==> src/rtl/tpu_pkg.sv <==
// Shared types and constants for the instruction sequencer.
package tpu_pkg;

   localparam int unsigned INSTR_W    = 24;
   localparam int unsigned PROG_DEPTH = 16;

   localparam logic [INSTR_W-1:0] NOP_INSTR = 24'h000000;

   typedef enum logic [1:0] {
      IDLE = 2'd0,
      RUN  = 2'd1,
      DONE = 2'd2
   } seq_state_t;

endpackage : tpu_pkg

==> src/rtl/instr_mem.sv <==
// Program store: register file with one synchronous write and one combinational read port.
module instr_mem #(
   parameter int unsigned DATA_W = 24,
   parameter int unsigned DEPTH  = 16,
   parameter int unsigned ADDR_W = $clog2(DEPTH)
) (
   input  logic              clk,
   input  logic              wr_en,
   input  logic [ADDR_W-1:0] wr_addr,
   input  logic [DATA_W-1:0] wr_data,
   input  logic [ADDR_W-1:0] rd_addr,
   output logic [DATA_W-1:0] rd_data
);

   logic [DATA_W-1:0] mem [DEPTH];

   // Write port; contents are intentionally not reset.
   always_ff @(posedge clk) begin
      if (wr_en) begin
         mem[wr_addr] <= wr_data;
      end
   end

   assign rd_data = mem[rd_addr];

endmodule : instr_mem

==> src/rtl/instr_seq.sv <==
// Instruction sequencer: buffers a host-loaded program and replays it to the nn control unit.
module instr_seq
   import tpu_pkg::*;
#(
   parameter int unsigned INSTR_W    = tpu_pkg::INSTR_W,
   parameter int unsigned PROG_DEPTH = tpu_pkg::PROG_DEPTH
) (
   input  logic                                 clk,
   input  logic                                 rst,
   input  logic [INSTR_W-1:0]                   host_instr_in,
   input  logic                                 host_instr_valid_in,
   output logic                                 host_instr_ready_out,
   input  logic                                 seq_clear_in,
   input  logic                                 seq_start_in,
   input  logic [7:0]                           seq_loop_count_in,
   output logic [INSTR_W-1:0]                   instruction_out,
   output logic                                 seq_busy_out,
   output logic                                 seq_done_out,
   output logic [$clog2(PROG_DEPTH+1)-1:0]      seq_count_out
);

   localparam int unsigned CNT_W = $clog2(PROG_DEPTH + 1);
   localparam int unsigned PTR_W = $clog2(PROG_DEPTH);

   seq_state_t         state_q, state_d;
   logic [CNT_W-1:0]   count_q, count_d;
   logic [PTR_W-1:0]   wr_ptr_q, wr_ptr_d;
   logic [PTR_W-1:0]   rd_ptr_q, rd_ptr_d;
   logic [7:0]         loops_q, loops_d;
   logic [INSTR_W-1:0] instr_d;
   logic               busy_d;
   logic               done_d;

   logic               wr_en_c;
   logic [PTR_W-1:0]   rd_addr_c;
   logic [INSTR_W-1:0] rd_data_c;
   logic               last_c;

   assign host_instr_ready_out = (state_q == IDLE) && (count_q < CNT_W'(PROG_DEPTH));
   assign seq_count_out        = count_q;

   instr_mem #(
      .DATA_W (INSTR_W),
      .DEPTH  (PROG_DEPTH),
      .ADDR_W (PTR_W)
   ) u_instr_mem (
      .clk     (clk),
      .wr_en   (wr_en_c),
      .wr_addr (wr_ptr_q),
      .wr_data (host_instr_in),
      .rd_addr (rd_addr_c),
      .rd_data (rd_data_c)
   );

   // Next-state, pointer/counter updates and next registered outputs.
   always_comb begin
      state_d   = state_q;
      count_d   = count_q;
      wr_ptr_d  = wr_ptr_q;
      rd_ptr_d  = rd_ptr_q;
      loops_d   = loops_q;
      instr_d   = INSTR_W'(NOP_INSTR);
      busy_d    = 1'b0;
      done_d    = 1'b0;
      wr_en_c   = 1'b0;
      rd_addr_c = '0;
      last_c    = (CNT_W'(rd_ptr_q) == (count_q - CNT_W'(1)));

      unique case (state_q)
         IDLE: begin
            // Clear wins over any same-cycle write or start.
            if (seq_clear_in) begin
               count_d  = '0;
               wr_ptr_d = '0;
            end else begin
               wr_en_c = host_instr_valid_in && host_instr_ready_out;
               if (wr_en_c) begin
                  count_d  = count_q + CNT_W'(1);
                  wr_ptr_d = wr_ptr_q + PTR_W'(1);
               end
               if (seq_start_in && (count_d != '0)) begin
                  state_d  = RUN;
                  rd_ptr_d = '0;
                  loops_d  = (seq_loop_count_in == 8'd0) ? 8'd1 : seq_loop_count_in;
                  busy_d   = 1'b1;
                  // Entry 0 may be the word being written this very cycle.
                  instr_d  = (wr_en_c && (wr_ptr_q == '0)) ? host_instr_in : rd_data_c;
               end
            end
         end

         RUN: begin
            busy_d = 1'b1;
            if (last_c) begin
               if (loops_q > 8'd1) begin
                  rd_ptr_d = '0;
                  loops_d  = loops_q - 8'd1;
                  instr_d  = rd_data_c;
               end else begin
                  state_d = DONE;
                  busy_d  = 1'b0;
                  done_d  = 1'b1;
               end
            end else begin
               rd_ptr_d  = rd_ptr_q + PTR_W'(1);
               rd_addr_c = rd_ptr_q + PTR_W'(1);
               instr_d   = rd_data_c;
            end
         end

         DONE: begin
            state_d = IDLE;
         end

         default: begin
            state_d = IDLE;
         end
      endcase
   end

   // State, pointers, counters and registered outputs.
   always_ff @(posedge clk) begin
      if (rst) begin
         state_q         <= IDLE;
         count_q         <= '0;
         wr_ptr_q        <= '0;
         rd_ptr_q        <= '0;
         loops_q         <= 8'd0;
         instruction_out <= INSTR_W'(NOP_INSTR);
         seq_busy_out    <= 1'b0;
         seq_done_out    <= 1'b0;
      end else begin
         state_q         <= state_d;
         count_q         <= count_d;
         wr_ptr_q        <= wr_ptr_d;
         rd_ptr_q        <= rd_ptr_d;
         loops_q         <= loops_d;
         instruction_out <= instr_d;
         seq_busy_out    <= busy_d;
         seq_done_out    <= done_d;
      end
   end

endmodule : instr_seq

==> config.mk <==
export PLATFORM = sky130hd
export DESIGN_NAME = instr_seq
export DESIGN_NICKNAME = d
export VERILOG_FILES = /design/src/rtl/tpu_pkg.sv /design/src/rtl/instr_mem.sv /design/src/rtl/instr_seq.sv
export SDC_FILE = /design/constraint.sdc
export NUM_CORES = 1
export LEC_CHECK = 0
export ABC_AREA = 1
export CAP_MARGIN = 30
export CELL_PAD_IN_SITES_DETAIL_PLACEMENT = 0
export CELL_PAD_IN_SITES_GLOBAL_PLACEMENT = 1
export CORE_ASPECT_RATIO = 0.8
export CORE_MARGIN = 2
export CORE_UTILIZATION = 45
export CTS_CLUSTER_SIZE = 12
export DETAILED_ROUTE_END_ITERATION = 10
export PLACE_DENSITY_LB_ADDON = 0.1
export SLEW_MARGIN = 20
export SYNTH_ARGS = -nofsm -noshare
export SYNTH_HDL_FRONTEND = slang
export SYNTH_SLANG_ARGS = --single-unit
==> constraint.sdc <==
create_clock -name clk -period 3.7 [get_ports clk]
set_clock_uncertainty 0.05 [all_clocks]
set_input_delay 0.74 -clock clk [delete_from_list [all_inputs] [get_ports clk]]
set_output_delay 0.74 -clock clk [all_outputs]
set_load 0.005 [all_outputs]
## Word level (Yosys, flattened, before mapping)

Memory sizes are Yosys's and may differ from the RTL's.
Index checks and enable logic that the tools add are counted.

- Add/subtract/negate cells: 5
- $lt $le $gt $ge: 2
- Equal/unequal tests: 8
- Muxes and demuxes: 40
- Bitwise operators: 2
- Reductions and logical operators: 15

Operator list:

| cell | number |
|---|---|
| 24-bit two-way mux | 5 |
| 24-bit case mux with 2 select lines | 1 |
| 8-bit two-way mux | 5 |
| 4-bit two-way mux | 8 |
| 5-bit two-way mux | 4 |
| 8-bit case mux with 2 select lines | 1 |
| 1-bit two-way mux | 9 |
| 4-bit by 1-bit adder with 4-bit output (second input constant) | 2 |
| 8-bit by 1-bit greater-than comparator with 1-bit output (second input constant) | 1 |
| 8-bit logical NOT | 1 |
| 2-bit two-way mux | 4 |
| 2-bit != test (second input constant) | 4 |
| 4-bit case mux with 2 select lines | 1 |
| 4-bit AND reduction | 2 |
| 8-bit by 1-bit subtractor with 8-bit output (second input constant) | 1 |
| 5-bit by 1-bit adder with 5-bit output (second input constant) | 1 |
| 4-bit by 5-bit == test with 1-bit output | 1 |
| 5-bit less-than comparator (second input constant) | 1 |
| 5-bit AND reduction | 1 |
| 5-bit nonzero test | 1 |
| 5-bit by 1-bit subtractor with 5-bit output (second input constant) | 1 |
| 1-bit logical AND | 4 |
| 4-bit logical NOT | 1 |
| 2-bit case mux with 2 select lines | 1 |
| 9 further kinds | 11 |

- Register bits: 49
- Memory bits (writable): 384
- Output and inout bits: 32
- Memories kept: 1

Memories:

| memory | words | bits a word | rd ports | clocked after memory_dff | wr ports | RTL line | source |
|---|---|---|---|---|---|---|---|
| u_instr_mem.mem | 16 | 24 | 1 | 0 | 1 | instr_mem.sv:15 | `logic [DATA_W-1:0] mem [DEPTH];` |

## Logic depth before layout (Yosys ltp)

- Depth in word-level cells: 11
- Gate-level depth with buffers: 20
- Gate-level depth less buffers: 17

## Modules after synthesis

Synthesis repeated with hierarchy kept, for this count alone.

- Cell total of the unflattened synthesis: 2010
- Area, all modules: 19339.8 sq um

By module, submodules not included:

| module | times used | cells an instance | area an instance (sq um) | seq. area each (sq um) |
|---|---|---|---|---|
| instr_mem | 1 | 1573 | 16470.8 | 11531.1 |
| instr_seq | 1 | 437 | 2869.0 | 980.9 |

## Least setup slack after synthesis

No wires, ideal clock.

- Path type: input to register
- Start point: in host_instr_valid_in
- End point: mem u_instr_mem.mem[8][0], enable pin
- Setup time: 0.435 ns
- Arrival time: 2.927 ns
- Required time: 3.215 ns
- Setup slack: 0.287 ns
- Cell stages on the path: 4
- Buffers on the path: 0
- Cells stage by stage: nand3_2 > nor2_1 > inv_1 > nor3_1

- Longest elaborated chain between the ends: 5

Ends and longest elaborated chain:

| what | RTL line | source |
|---|---|---|
| start, declared | instr_seq.sv:11 | `input logic host_instr_valid_in,` |
| 1-bit logical AND | instr_seq.sv:76 | `wr_en_c = host_instr_valid_in && host_instr_ready_out;` |
| 1-bit two-way mux | instr_seq.sv:72 | `if (seq_clear_in) begin` |
| 1-bit two-way mux | instr_seq.sv:69 | `unique case (state_q)` |
| 1-bit two-way mux | instr_mem.sv:19 | `if (wr_en) begin` |
| 1-bit two-way mux (implied by the code) | instr_mem.sv:20 | `mem[wr_addr] <= wr_data;` |
| end, declared | instr_mem.sv:15 |  |

No other way between the ends.

## Worst setup path in the final report

- Start point: reg count_q[0], in the netlist seq_count_out[0]
- End point: reg instruction_out[18]

- Longest elaborated chain between the ends: 11

Ends and longest elaborated chain:

| what | RTL line | source |
|---|---|---|
| start, declared | instr_seq.sv:26 | `logic [CNT_W-1:0] count_q, count_d;` |
| start signal, assigned | instr_seq.sv:134 | `count_q <= count_d;` |
| parallel branches: the longest is 10 deep, another holds memory 16 x 24 bit | n/a |  |
| 24-bit case mux with 2 select lines (*) | instr_seq.sv:69 |  |
| end signal, assigned | instr_seq.sv:129 | `instruction_out <= INSTR_W'(NOP_INSTR);` |
| end signal, assigned | instr_seq.sv:138 | `instruction_out <= instr_d;` |
| end, declared | instr_seq.sv:16 | `output logic [INSTR_W-1:0] instruction_out,` |

Every way passes the cells marked *. The select of a mux whose other input is x is not followed.
A chain may end at the register's enable or synchronous reset.

==> summary.txt <==
Run status
  • Outcome: finished, final reports clean

Die
  • Core area: roughly 40,000 um^2
  • Die Area: 43,260 um^2
  • Starting Density: 0.4580
  • Die Ht: 186.4 um
  • Die Wd: around 230 um
  • Io pins: 69
  • # rows: 66

Routing
  • DRT Pass-1 Iters: 5
  • Routed Antenna Nets: 0
  • Vias per cell: 5.531
  • Iter 0 DRT Violations: between 1,500 and 2,000
  • Post-Route WL: 53,890 um
  • Vias: roughly 13,000
  • DR DRC count: 0
  • Routed length per instance: 22.18 um

Flow run
  • Max-cap violations: 0

Synthesis
  • Simple-Gate Fraction of Synth Area: 0.2411
  • Synth unique cells: 28
  • Mapped cell area: 18,720 um^2
  • Post-Synth XOR/XNOR Area: 0.003743
  • YS warnings: 0
  • Asr flop ratio synth: 0
  • Post-synthesis mux area share: 0
  • Yosys reg bits: 433
  • EDFF count, synth: approximately 380
  • Post-synthesis sequential area ratio: 0.6684
  • Main combinational cell family by area after synthesis: simple AND/OR/NAND/NOR gates
  • Syn Nets: ~1,800
  • Post-synthesis adder-cell area fraction: 0.006015
  • Compound-gate portion of the synthesized area: 0.02480
  • Most used DFF post-synth: edfxtp_1
  • Mean Syn Cell Area: 10.42 um^2
  • Syn Inst Count: 1,796

CTS
  • Resize count post-CTS: 0
  • Clock Pin Slew Worst Setup and Hold Paths: 0.06 ns
  • CTS Buf Count: 45
  • CTS sink count: 433
  • CTS Root Cell: clkbuf_16
  • Clock latency on the worst-skew pair: ~0.55 ns
  • Htree depth: 2
  • Hold_buf cts: 0
  • Clock buffer depth: 3
  • CTS tree: yes
  • Setup Buffers After CTS: 0

Placed design
  • Placer Congestion: 0.7768
  • Final HPWL from detailed placement: 27,500 um
  • Placed insts: 2,348
  • Port Buf Inserts: 68

Hold path
  • Hold Crit Start: wr_ptr_q[3]
  • WHS Endpoint: wr_ptr_q[3]
  • Hold path cells: 2
  • Worst hold path type: reg -> reg

Timing
  • Setup_tns: 0 ns
  • Final Setup Violations: 0
  • Fmax: 295.5 MHz
  • Hold violation total from the final report: 0
  • Pins over their slew limit: 0
  • Rel. slew slack: 0.4076
  • Worst Max-Slew Pin Slew: 0.8872 ns
  • Tcrit/Tclk final: 0.9147
  • RSZ-0062 raised after global routing: false
  • Final min period: 3.384 ns

Pwr
  • P_leak: slightly above 8 nW
  • PwrDens: 631.3 nW/um^2
  • Max VDD drop: 0.4559 mV
  • Design Power: approximately 0.014 W

Layout
  • Area of the multi-input gates: 5320 um^2
  • Area grow syn2layout: 15.67%
  • Nets: 1,897
  • FF+latch area: approximately 13,000 um^2
  • Ratio of cells with drive above 1 in the final layout: 0.07851
  • Fin cells: 2,430
  • Filler cells: 3,595

Critical path
  • Crit path kind: reg -> reg
  • R2r setup slk: between 0.3 and 0.4 ns
  • Length in cells of the worst reg-to-reg path: 15
  • Critical Path AT: 3.77 ns
  • Reg2Reg Launch Point: seq_count_out[0]
  • WP data required: 4.08 ns
  • Worst-path fanout max: 29
  • Terminus of the critical flop-to-flop path: instruction_out[18]
  • Critical Path Sink Type: register
  • Startpoint types: register

Global routing
  • Initial antenna violation count: 1
  • Grt ovf: 0
  • First-pass GRT wire length: 80,930 um
  • GRT Total Usage: 0.2504
  • Largest net degree at the start of global routing: 121
  • Vias in the first global route: around 13,000
==> power breakdown <==
group	switching (W)	leakage (nW)	internal, W	total [W]
logic	0.00249	3.70	0.00121	0.00371
registers	0.000128	3.86	0.00552	0.00565
clock network	0.00181	0.668	0.00250	0.00431
==> sequential cells by signal, summed over array words and instances, names as in the netlist <==
signal / count
wr_ptr_q: 4
instruction_out: 24
seq_done_out: 1
u_instr_mem.mem: 384
seq_busy_out: 1
state_q: 2
rd_ptr_q: 4
loops_q: 8
seq_count_out: 5
==> cell usage in the layout, fill, tap and decap left out, types with 3 or more instances in the layout <==
cell	count
nor2_1	207
nand2_1	387
a21oi_1	40
buf_4	36
clkdlybuf4s50_1	68
nor2_4	15
o22ai_1	3
clkbuf_16	45
nand4_1	97
edfxtp_1	384
xor2_1	7
ha_1	9
o21ai_0	41
nand3_1	302
dfxtp_1	48
inv_1	109
clkbuf_8	9
nor3_2	3
nor2_2	3
buf_12	18
inv_2	8
clkbuf_1	23
==> layout make-up <==
type / count / area share
diodes: 1 / 0.0001156
clock buffers: 77 / 0.06171
clock inverters: 4 / 0.001965
inverters: 118 / 0.02057
multi-input cells: 1131 / 0.2457
flip-flops and latches: 433 / 0.5780
well taps: 544 / 0.03143
repair buffers: 122 / 0.06055
==> metal layers <==
| layer | routed length, um | up-vias | track usage |
|---|---|---|---|
| met2 | 23970 | 459 | 0.3781 |
| met5 | 0 | - | 0 |
| met4 | 1261 | 0 | 0.07051 |
| met3 | 3529 | 84 | 0.03805 |
| met1 | 25130 | 6572 | 0.3760 |
| li1 | - | 6326 | - |
==> worst max-delay path, stage by stage, from the launching register on <==
cell and delay (ns):
dfxtp_1 0.50, inv_2 0.06, ha_1 0.32, nor2_1 0.10
nor2_1 0.05, nand3_1 0.07, nor2_1 0.06, nand2_4 0.28
nand3_4 0.41, inv_1 0.53, buf_4 0.37, nand3_1 0.12
nand3_1 0.09, nand3_1 0.07, nand2_1 0.08, a21oi_1 0.06
==> worst max path at each step <==
stage,cells after the start,start,to
after CTS,15,seq_count_out[0],instruction_out[16]
final,15,seq_count_out[0],instruction_out[18]
after global routing,15,seq_count_out[0],instruction_out[16]
after detailed placement,15,seq_count_out[0],instruction_out[14]
after global placement,15,seq_count_out[0],instruction_out[13]
after floorplan,4,host_instr_valid_in,u_instr_mem.mem[8][0]
==> cell families (layout without fill, tap and decap cells) <==
logic type | Yosys count | in the layout
AND/OR/NAND/NOR | 1025 | 1025
flip-flops | 433 | 433
buffers and inverters | 232 | 321
AO/OA/AOI/OAI | 89 | 89
adder cells (fa/ha/maj) | 9 | 9
XOR/XNOR | 8 | 8
other | 0 | 1
==> synth_stat cells, types with 8 or more instances <==
| cell | instances | area share |
|---|---|---|
| nand2_1 | 389 | 0.078 |
| edfxtp_1 | 384 | 0.62 |
| nand3_1 | 302 | 0.081 |
| nor2_1 | 224 | 0.045 |
| inv_1 | 110 | 0.022 |
| nand4_1 | 97 | 0.032 |
| clkbuf_1 | 58 | 0.012 |
| dfxtp_1 | 49 | 0.052 |
| o21ai_0 | 41 | 0.011 |
| a21oi_1 | 40 | 0.011 |
| buf_2 | 30 | 0.0080 |
| buf_4 | 13 | 0.0052 |
| buf_6 | 12 | 0.0072 |
| ha_1 | 9 | 0.0060 |
| inv_2 | 8 | 0.0016 |
==> metrics by stage <==
step                      hold WS, ns  worst slack, ns    util  cell area [um^2]
after floorplan                0.4201           0.2873       -             18720
after global placement         0.4504           0.3546  0.4955             20250
after detailed placement       0.4554           0.3246  0.4960             20270
after CTS                      0.4619           0.2997  0.5297             21650
after global routing           0.4984          0.01355  0.5297             21650
final                          0.4638           0.3157  0.5298             21650
(Power assumes the default switching activity.)
